[src/rtl/fetch_unit_if.sv]
// Fetch unit bundle: PC control, I-cache request/response,
// redirect input and decode-side instruction handshake.
interface fetch_unit_if #(
  parameter int XLEN = 32
);
  logic [XLEN-1:0] pc_address;
  logic            pc_write;
  logic [XLEN-1:0] pc_jmp_address;
  logic            pc_plus_4;
  logic            pc_plus_8;

  logic            cache_req;
  logic [XLEN-1:0] cache_address;
  logic            cache_valid;
  logic [63:0]     cache_data;

  logic            redirect_valid;
  logic [XLEN-1:0] redirect_address;

  logic            instr_valid;
  logic [31:0]     instr;
  logic [XLEN-1:0] instr_address;
  logic            instr_ready;

  modport master (
    input  pc_address,
    output pc_write,
    output pc_jmp_address,
    output pc_plus_4,
    output pc_plus_8,
    output cache_req,
    output cache_address,
    input  cache_valid,
    input  cache_data,
    input  redirect_valid,
    input  redirect_address,
    output instr_valid,
    output instr,
    output instr_address,
    input  instr_ready
  );

  modport slave (
    output pc_address,
    input  pc_write,
    input  pc_jmp_address,
    input  pc_plus_4,
    input  pc_plus_8,
    input  cache_req,
    input  cache_address,
    output cache_valid,
    output cache_data,
    output redirect_valid,
    output redirect_address,
    input  instr_valid,
    input  instr,
    input  instr_address,
    output instr_ready
  );
endinterface

[src/rtl/fetch_unit.sv]
// Instruction fetch front end: one aligned 64-bit request at a time,
// split into 32-bit words, queued and handed to decode.
module fetch_unit #(
  parameter int XLEN        = 32,
  parameter int QUEUE_DEPTH = 4
) (
  input  logic         clock,
  input  logic         reset,
  fetch_unit_if.master bus
);
  localparam int PW = $clog2(QUEUE_DEPTH);
  localparam int OW = PW + 1;
  localparam logic [OW-1:0] ISSUE_MAX = OW'(QUEUE_DEPTH - 2);

  typedef enum logic [1:0] {
    IDLE,
    WAIT,
    DISCARD
  } state_e;

  state_e          state_q, state_d;
  logic [XLEN-1:0] req_addr_q, req_addr_d;
  logic [OW-1:0]   occ_q, occ_d;
  logic [PW-1:0]   head_q, head_d;
  logic [PW-1:0]   tail_q, tail_d;
  logic [PW-1:0]   tail_p1;

  logic [31:0]     instr_q [QUEUE_DEPTH];
  logic [XLEN-1:0] iaddr_q [QUEUE_DEPTH];

  logic            redir;
  logic            issue;
  logic            accept;
  logic            hi;
  logic            q_valid;
  logic            pop;
  logic [1:0]      push_n;
  logic [31:0]     w0_data, w1_data;
  logic [XLEN-1:0] w0_addr, w1_addr;

  always_comb begin
    redir      = bus.redirect_valid & ~reset;
    state_d    = state_q;
    req_addr_d = req_addr_q;
    issue      = 1'b0;
    accept     = 1'b0;
    unique case (state_q)
      IDLE: begin
        if (!redir && occ_q <= ISSUE_MAX) begin
          issue      = 1'b1;
          state_d    = WAIT;
          req_addr_d = bus.pc_address;
        end
      end
      WAIT: begin
        if (bus.cache_valid) begin
          accept  = !redir;
          state_d = IDLE;
        end else if (redir) begin
          state_d = DISCARD;
        end
      end
      DISCARD: begin
        // a coincident redirect still drains the stale beat
        if (bus.cache_valid) begin
          state_d = IDLE;
        end
      end
      default: state_d = IDLE;
    endcase
    if (reset) begin
      issue  = 1'b0;
      accept = 1'b0;
    end
  end

  always_comb begin
    hi      = req_addr_q[2];
    push_n  = accept ? (hi ? 2'd1 : 2'd2) : 2'd0;
    w0_data = hi ? bus.cache_data[63:32]
                 : bus.cache_data[31:0];
    w0_addr = req_addr_q;
    w1_data = bus.cache_data[63:32];
    w1_addr = req_addr_q + XLEN'(4);
    tail_p1 = tail_q + PW'(1);
    q_valid = (occ_q != '0) && !redir && !reset;
    pop     = q_valid && bus.instr_ready;
    occ_d   = occ_q + OW'(push_n) - OW'(pop);
    head_d  = head_q + PW'(pop);
    tail_d  = tail_q + PW'(push_n);
    if (redir) begin
      occ_d  = '0;
      head_d = '0;
      tail_d = '0;
    end
  end

  assign bus.pc_write       = redir;
  assign bus.pc_jmp_address = bus.redirect_address;
  assign bus.pc_plus_8      = accept & ~hi;
  assign bus.pc_plus_4      = accept & hi;
  assign bus.cache_req      = issue;
  assign bus.cache_address  = reset ? '0
    : {bus.pc_address[XLEN-1:3], 3'b000};
  assign bus.instr_valid    = q_valid;
  assign bus.instr          = reset ? '0 : instr_q[head_q];
  assign bus.instr_address  = reset ? '0 : iaddr_q[head_q];

  always_ff @(posedge clock) begin
    if (reset) begin
      state_q    <= IDLE;
      req_addr_q <= '0;
      occ_q      <= '0;
      head_q     <= '0;
      tail_q     <= '0;
    end else begin
      state_q    <= state_d;
      req_addr_q <= req_addr_d;
      occ_q      <= occ_d;
      head_q     <= head_d;
      tail_q     <= tail_d;
      assert (32'(occ_q) + 32'(push_n) - 32'(pop)
              <= 32'(QUEUE_DEPTH));
    end
  end

  always_ff @(posedge clock) begin
    if (push_n != 2'd0) begin
      instr_q[tail_q] <= w0_data;
      iaddr_q[tail_q] <= w0_addr;
    end
    if (push_n == 2'd2) begin
      instr_q[tail_p1] <= w1_data;
      iaddr_q[tail_p1] <= w1_addr;
    end
  end
endmodule

[src/flat_wrapper.sv]
// flat-port wrapper written by rule: the top's interface ports become plain ports
module fetch_unit_flat 
#(
  parameter int XLEN        = 32,
  parameter int QUEUE_DEPTH = 4
)
  (clock, reset, bus_pc_address, bus_pc_write, bus_pc_jmp_address, bus_pc_plus_4, bus_pc_plus_8, bus_cache_req, bus_cache_address, bus_cache_valid, bus_cache_data, bus_redirect_valid, bus_redirect_address, bus_instr_valid, bus_instr, bus_instr_address, bus_instr_ready);
  fetch_unit_if #(.XLEN(XLEN)) bus_i ();
  input  logic clock;
  input  logic reset;
  input wire logic [$bits(bus_i.pc_address)-1:0] bus_pc_address;
  output wire logic [$bits(bus_i.pc_write)-1:0] bus_pc_write;
  output wire logic [$bits(bus_i.pc_jmp_address)-1:0] bus_pc_jmp_address;
  output wire logic [$bits(bus_i.pc_plus_4)-1:0] bus_pc_plus_4;
  output wire logic [$bits(bus_i.pc_plus_8)-1:0] bus_pc_plus_8;
  output wire logic [$bits(bus_i.cache_req)-1:0] bus_cache_req;
  output wire logic [$bits(bus_i.cache_address)-1:0] bus_cache_address;
  input wire logic [$bits(bus_i.cache_valid)-1:0] bus_cache_valid;
  input wire logic [$bits(bus_i.cache_data)-1:0] bus_cache_data;
  input wire logic [$bits(bus_i.redirect_valid)-1:0] bus_redirect_valid;
  input wire logic [$bits(bus_i.redirect_address)-1:0] bus_redirect_address;
  output wire logic [$bits(bus_i.instr_valid)-1:0] bus_instr_valid;
  output wire logic [$bits(bus_i.instr)-1:0] bus_instr;
  output wire logic [$bits(bus_i.instr_address)-1:0] bus_instr_address;
  input wire logic [$bits(bus_i.instr_ready)-1:0] bus_instr_ready;
  assign bus_i.pc_address = bus_pc_address;
  assign bus_pc_write = bus_i.pc_write;
  assign bus_pc_jmp_address = bus_i.pc_jmp_address;
  assign bus_pc_plus_4 = bus_i.pc_plus_4;
  assign bus_pc_plus_8 = bus_i.pc_plus_8;
  assign bus_cache_req = bus_i.cache_req;
  assign bus_cache_address = bus_i.cache_address;
  assign bus_i.cache_valid = bus_cache_valid;
  assign bus_i.cache_data = bus_cache_data;
  assign bus_i.redirect_valid = bus_redirect_valid;
  assign bus_i.redirect_address = bus_redirect_address;
  assign bus_instr_valid = bus_i.instr_valid;
  assign bus_instr = bus_i.instr;
  assign bus_instr_address = bus_i.instr_address;
  assign bus_i.instr_ready = bus_instr_ready;
  fetch_unit #(.XLEN(XLEN), .QUEUE_DEPTH(QUEUE_DEPTH)) u_core (.clock(clock), .reset(reset), .bus(bus_i));
endmodule
[config.mk]
export PLATFORM = sky130hd
export DESIGN_NAME = fetch_unit_flat
export DESIGN_NICKNAME = d
export VERILOG_FILES = /design/src/rtl/fetch_unit_if.sv /design/src/rtl/fetch_unit.sv /design/src/flat_wrapper.sv
export SDC_FILE = /design/constraint.sdc
export NUM_CORES = 1
export LEC_CHECK = 0
export ABC_AREA = 1
export BUFFER_PORTS_ARGS = -buffer_cell sky130_fd_sc_hd__buf_2
export CAP_MARGIN = 20
export CORE_MARGIN = 5
export CORE_UTILIZATION = 60
export CTS_CLUSTER_SIZE = 10
export DETAILED_ROUTE_END_ITERATION = 12
export GPL_TIMING_DRIVEN = 1
export PLACE_DENSITY = 0.85
export SYNTH_ARGS = -nofsm -noshare
export SYNTH_HDL_FRONTEND = slang
export SYNTH_SLANG_ARGS = --single-unit
[constraint.sdc]
create_clock -name clock -period 4.6 [get_ports clock]
set_input_delay 0.23 -clock clock [delete_from_list [all_inputs] [get_ports clock]]
set_output_delay 0.23 -clock clock [all_outputs]
set_load 0.1 [all_outputs]
==> results of run 1 <==
[worst register-to-register path: stages, from the launching register on]
cell     delay (ps)
dfxtp_1         330
inv_1            70
nor2_2          180
nand3_4         120
inv_2           110
nand2_1         130
nor2_2          470
inv_2           110
nand2_4         800
[synth_stat cells (all sizes together)]
| cell type | n | area share (%) |
|---|---|---|
| a21oi | 98 | 3.3 |
| clkinv | 1 | 0.025 |
| conb | 1 | 0.025 |
| dfxtp | 41 | 5.5 |
| edfxtp | 256 | 51 |
| fa | 1 | 0.13 |
| ha | 4 | 0.33 |
| buf | 82 | 3.7 |
| nor3 | 2 | 0.067 |
| xor2 | 7 | 0.46 |
| a31oi | 1 | 0.042 |
| nor2 | 329 | 8.6 |
| or2 | 1 | 0.042 |
| a211oi | 1 | 0.050 |
| nand4 | 1 | 0.042 |
| xnor2 | 3 | 0.17 |
| nand3 | 12 | 0.48 |
| o21bai | 1 | 0.050 |
| a31o | 1 | 0.058 |
| nand3b | 3 | 0.15 |
| o21ai | 346 | 12 |
| nand2 | 351 | 8.8 |
| clkbuf | 123 | 3.1 |
| inv | 94 | 2.3 |
[metrics by stage]
step | util, % | total power (W) | worst slack, ps | cells | instance area, um2
3_5_place_dp | 62.3 | 0.00400 | 1680 | 2096 | 15600
5_1_grt | 67.5 | 0.00668 | 822 | 2178 | 16800
4_1_cts | 67.5 | 0.00646 | 1140 | 2178 | 16800
2_1_floorplan | - | 0.00396 | 1040 | 1762 | 15100
6_report | 67.5 | 0.00647 | 1110 | 2178 | 16800
3_3_place_gp | 62.3 | 0.00396 | 1750 | 2096 | 15600
[registers in the layout, indices dropped and copies added, names as in the netlist]
name	flops
u_core.head_q	2
u_core.iaddr_q	128
u_core.instr_q	128
u_core.occ_q	3
u_core.req_addr_q	32
u_core.state_q	2
u_core.tail_q	2
[cell type report]
type | instances | area, um2
Clock buffer | 50 | 975
Clock inverter | 5 | 35.0
Fill cell | 1834 | 8130
Inverter | 95 | 358
Multi-Input combinational cell | 1165 | 5200
Sequential cell | 297 | 8510
Tap cell | 330 | 413
Timing Repair Buffer | 236 | 1350
[where the power goes]
part	switching (W)	leakage, nW	internal (W)	total (W)
combinational	0.000642	3.86	0.000223	0.000864
sequential	0.0000771	2.66	0.00304	0.00312
clock	0.00102	0.490	0.00147	0.00248
total	0.00173	7.01	0.00473	0.00647
[path summary, 6_finish.rpt]
path	startpoint	end	slack (ps)	cells past startpoint
worst min-delay path	bus_pc_address[25]	u_core.req_addr_q[25]	10	3
worst max-delay path	u_core.head_q[0]	bus_instr_address[26]	1110	5
worst max register to register	u_core.state_q[0]	u_core.iaddr_q[3][31]	1870	8
worst min register to register	u_core.req_addr_q[0]	u_core.iaddr_q[3][0]	500	0
[kinds of logic (layout without fill, tap and decap cells)]
family / Yosys count / in the layout / synth area share (%)
flops: 297 / 297 / 56.5
compound gates: 448 / 448 / 15.0
other cells: 1 / 3 / 0.0249
simple gates: 699 / 699 / 18.2
buf+inv: 300 / 386 / 9.18
fa+ha+maj: 5 / 5 / 0.466
xor+xnor: 10 / 10 / 0.632
[per-layer routing]
metal	GRT usage (%)	share of wire, %
met1	33.8	38
met2	44.9	48
met3	4.51	10
met4	11.5	3.7
met5	0	0
[what timing repair did]
action	4_1_cts	5_1_grt
resized for setup	0	0
buffers inserted	0	0
setup endpoints to repair	0	0
hold buffers	27	0
endpoints found under the hold margin	27	0
==> results.md, run 1 <==
* Antenna Cells at 0
* Slowest cell on the critical path: clkinv_2
* Syn Inst Count at 1760
* Slew Limit Fails at 0
* DRC viols at 0
* Initial antenna violation count at 0
* Syn avg cell area at 8.55 um2
* Reg clk slew, reported paths at 50 ps
* Core ar. at 0.0250 mm2
* # rows at 58
* H-tree lvl count at 2
* Overall Global Routing Usage at 26.5%
* Sequential share of the synthesized area at 56.5%
* RePlAce Congestion at 0.862
* Worst-path cell chain: clkinv_2 -> buf_4 -> o21ai_0 -> a21oi_1 -> buf_2
* Die W at 168 um
* Die Ht at 168 um
* Commonest non-fill, non-tap cell in the layout: nand2_1
* Synthesized area at 0.0150 mm2
* GRT Residual Overflow at 0
* Clock Skews at 23.8 ps
* Worst Path Arrival at 3260 ps
* IO buf count at 198
* WHS at 11.9 ps
* Area Growth Syn to Fin at 11.9%
* Drt total wl at 38.8 mm
* Vias at 12506
* Die ar. at 0.0283 mm2
* Router iterations before antenna repair at 6
* Max Freq at 286 MHz
* Max incr delay on CP at 880 ps
* Hold Crit Class: input port to flip-flop
* Detailed Place HPWL at 21.9 mm
* Final period utilization at 76.0%
* Vias per Instance at 5.74
* Worst EP required at 4370 ps
* Peak fanout along the critical path at 77
* Leak Pwr at 7.01 nW
* CP endpoint kind: output port
* Vias in the first global route at 12120
* Drt wl/cell at 17.8 um
* Slew headroom at 27.1%
* Clock Latency Late Sink at 510 ps
* DRT antenna net count at 0
* Min Clock Period, post-route at 3490 ps
* TNS Setup at 0 ps
* Starting Density at 60.3%
* DRT iter0 DRCs at 1450
* Worst path buffer plus inverter count at 3
* RSZ-0062 raised after global routing: no
* Slew @ Worst Pin at 1090 ps
* CTS tree: yes
* Max-Cap Viols at 0
* TritonCTS Buffers at 36
* Setup violations, final at 0
* Root buf cell: clkbuf_16
* Startpoint Class: flip-flop
* Pwr dens at 384 mW/mm2
* Commonest non-fill, non-tap cells in the layout: nand2_1, nor2_1, o21ai_0, edfxtp_1, buf_2
* Max Buffers Root-to-Sink at 3
* First-pass GRT wire length at 60.6 mm
* Yosys reg bits at 297
* Largest net degree at the start of global routing at 97
* YS warnings at 0
* Status: complete, no violations
* Clk sinks at 297
* Library cells used by synthesis at 36
* WS Path Type: flip-flop to output port
* Share of layout cells above drive strength 1 at 15.0%
* Ports at 266
* Cell family with most CP delay: buffers and inverters
* VDD IR-drop max at 0.274 mV
* Nets@finish at 1969
* Final hold viol count at 0
Power figures use the tool's default switching activity.
==> run 2: changes to the inputs <==
ABC_AREA = 0   (was 1)
CORE_UTILIZATION = 51   (was 60)
PLACE_DENSITY = 0.77   (was 0.85)
clock period = 3.05 ns   (was 4.6 ns; I/O delays follow)
==> results.md, run 2 <==
* Hold-critical path endpoint: u_core.instr_q[3][30]
* Total Power at 0.00983 W
* Final hold viol count at 0
* Share of layout cells above drive strength 1 at 36.3%
* Die Ht at 181 um
* Peak fanout along the critical path at 28
* VDD IR-drop max at 0.448 mV
* Worst EP required at 3290 ps
* R2R depth at 7
* Final period utilization at 96.8%
* # rows at 62
* RR Startpoint: u_core.state_q[1]
* Main area contributors after synthesis: edfxtp_1, mux4_2, mux2_2
* Critical hold path startpoint: bus_cache_data[62]
* TNS Setup at 0 ps
* Clk sinks at 297
* Min Clock Period, post-route at 2950 ps
* Largest family of logic cells by synthesized area: multiplexers
* Nets@finish at 1423
* GRT Residual Overflow at 0
* Status: complete, no violations
* Drt wl/cell at 20.5 um
* Die ar. at 0.0328 mm2
* Finished layout cell area at 0.0181 mm2
* WHS at 16.1 ps
* Sequential share of the synthesized area at 57.0%
* IO buf count at 198
* Largest net degree at the start of global routing at 91
* RSZ-0062 raised after global routing: no
* Hold Path Stages at 2
* Top-count cell post-synth: edfxtp_1
* Reg clk slew, reported paths at 60 ps
* Clock Skews at 27.5 ps
* Compound-Gate Fraction of Synth Area at 1.56%
* Fillers at 2050
* Slew headroom at 36.6%
* Setup WS post-layout at 96.6 ps
* Post-Synth Adder-Cell Area at 0.469%
* Starting Density at 51.9%
* Commonest non-fill, non-tap cells in the layout: edfxtp_1, buf_2, dlygate4sd3_1, nand2_1, mux2_2
* Vias in the first global route at 10032
* Detailed Place HPWL at 21.3 mm
* Max Freq at 339 MHz
* Leak Pwr at 6.64 nW
* Startpoint Class: flip-flop
* Top Registers: u_core.iaddr_q x128, u_core.instr_q x128, u_core.req_addr_q x32
* Drt total wl at 34.8 mm
* Pre-CTS setup slack at 528 ps
* Setup violations, final at 0
* Core ar. at 0.0288 mm2
* Synthesized area at 0.0149 mm2
* Syn Inst Count at 1074
* TritonCTS Buffers at 36
* DP Area at 0.0159 mm2
* DRT iter0 DRCs at 766
* DRT antenna net count at 0
* Mux share of post-synthesis cell area at 20.1%
* Max Buffers Root-to-Sink at 3
* DRC viols at 0
* Ys flop type: edfxtp_1
* CP endpoint kind: flip-flop
* Worst Path Arrival at 3200 ps
* Clock Latency Late Sink at 510 ps
* Synth cell count leaders: edfxtp_1, nand2_1, mux2_2, nor2b_1, clkbuf_1
* Flip-flop and latch area at 0.00852 mm2
* Async set-reset flop share out of synthesis at 0%
* Syn avg cell area at 13.9 um2
* Pwr dens at 544 mW/mm2
* Post-synth top area cell: edfxtp_1
* Vias at 9260
* H-tree lvl count at 2
* Commonest non-fill, non-tap cell in the layout: edfxtp_1
* Ports at 266
* Yosys reg bits at 297
* Root buf cell: clkbuf_16
* Synth top area share at 51.5%
* Post-synth EDFFs at 256
* Max-Cap Viols at 0
* Area Growth Syn to Fin at 20.9%
* FF-to-FF setup slack at 100 ps
* WS Path Type: flip-flop to flip-flop
* YS warnings at 0
* Slew Limit Fails at 0
* Library cells used by synthesis at 48
* Xor-xnor portion of the synthesized cell area at 3.64%
* Hold Crit Class: input port to flip-flop
* Router iterations before antenna repair at 7
* CTS tree: yes
* First-pass GRT wire length at 55.8 mm
* RePlAce Congestion at 0.796
* Vias per Instance at 5.46
* FF-to-FF End: u_core.instr_q[2][12]
* Die W at 181 um
* Area of the multi-input gates at 0.00558 mm2
* Initial antenna violation count at 1
* Overall Global Routing Usage at 21.2%
* Slew @ Worst Pin at 951 ps
* Synth Area in Simple Gates at 11.1%
==> run 2: layout make-up <==
class	count	area share [%]
inverters	7	0.145
diodes	2	0.0277
clock buffers	59	5.76
clock inverters	4	0.166
flip-flops and latches	297	47.1
well taps	384	2.66
repair buffers	336	13.2
multi-input cells	607	30.9
==> run 2: logic make-up after synthesis <==
| kind of cell | count (synthesis) |
|---|---|
| XOR/XNOR | 62 |
| AO/OA/AOI/OAI | 39 |
| multiplexers | 193 |
| flip-flops | 297 |
| adder cells (fa/ha/maj) | 5 |
| AND/OR/NAND/NOR | 305 |
| buffers and inverters | 172 |
| other | 1 |
==> run 2: layer usage <==
| layer | GRT usage (%) | wire, um | up-vias |
|---|---|---|---|
| met5 | 0 | 0 | - |
| met4 | 5.85 | 782 | 0 |
| met3 | 4.48 | 2350 | 69 |
| met2 | 36.9 | 17700 | 336 |
| met1 | 27.1 | 13900 | 4590 |
| li1 | - | - | 4265 |
==> run 2: worst max path at each step <==
stage                               from               endpoint  depth (start not counted)
finish                 u_core.state_q[1]  u_core.instr_q[2][12]                          7
global route           u_core.state_q[0]   u_core.instr_q[0][5]                          7
CTS                    u_core.state_q[1]  u_core.instr_q[2][16]                          7
detailed placement  u_core.req_addr_q[2]  u_core.iaddr_q[2][20]                          5
global placement    u_core.req_addr_q[2]  u_core.iaddr_q[2][30]                          5
floorplan              u_core.state_q[1]   u_core.iaddr_q[2][0]                          3
==> run 2: report_power, final <==
group,internal [W],switching [W]
Combinational,0.000517,0.000820
Sequential,0.00452,0.0000972
Clock,0.00232,0.00155
==> run 2: critical path, cell delays in order (launching register included) <==
cell and delay [ps]:
dfxtp_1 450, nor4b_4 100, and2_1 210, buf_4 180, a21oi_4 290, buf_4 470, mux2_2 400, dlygate4sd3_1 580
==> run 2: what timing repair did <==
action / 4_1_cts / 5_1_grt
hold endpoints to repair: 145 / 0
buffers inserted: 0 / 0
hold buffers: 114 / 0
resized for setup: 0 / 0
==> run 2: metrics by stage <==
step,util [%],cells
final,62.8,1696
after global routing,62.8,1695
after CTS,62.8,1694
after detailed placement,55.1,1517
after global placement,55.1,1517
after floorplan,-,1076
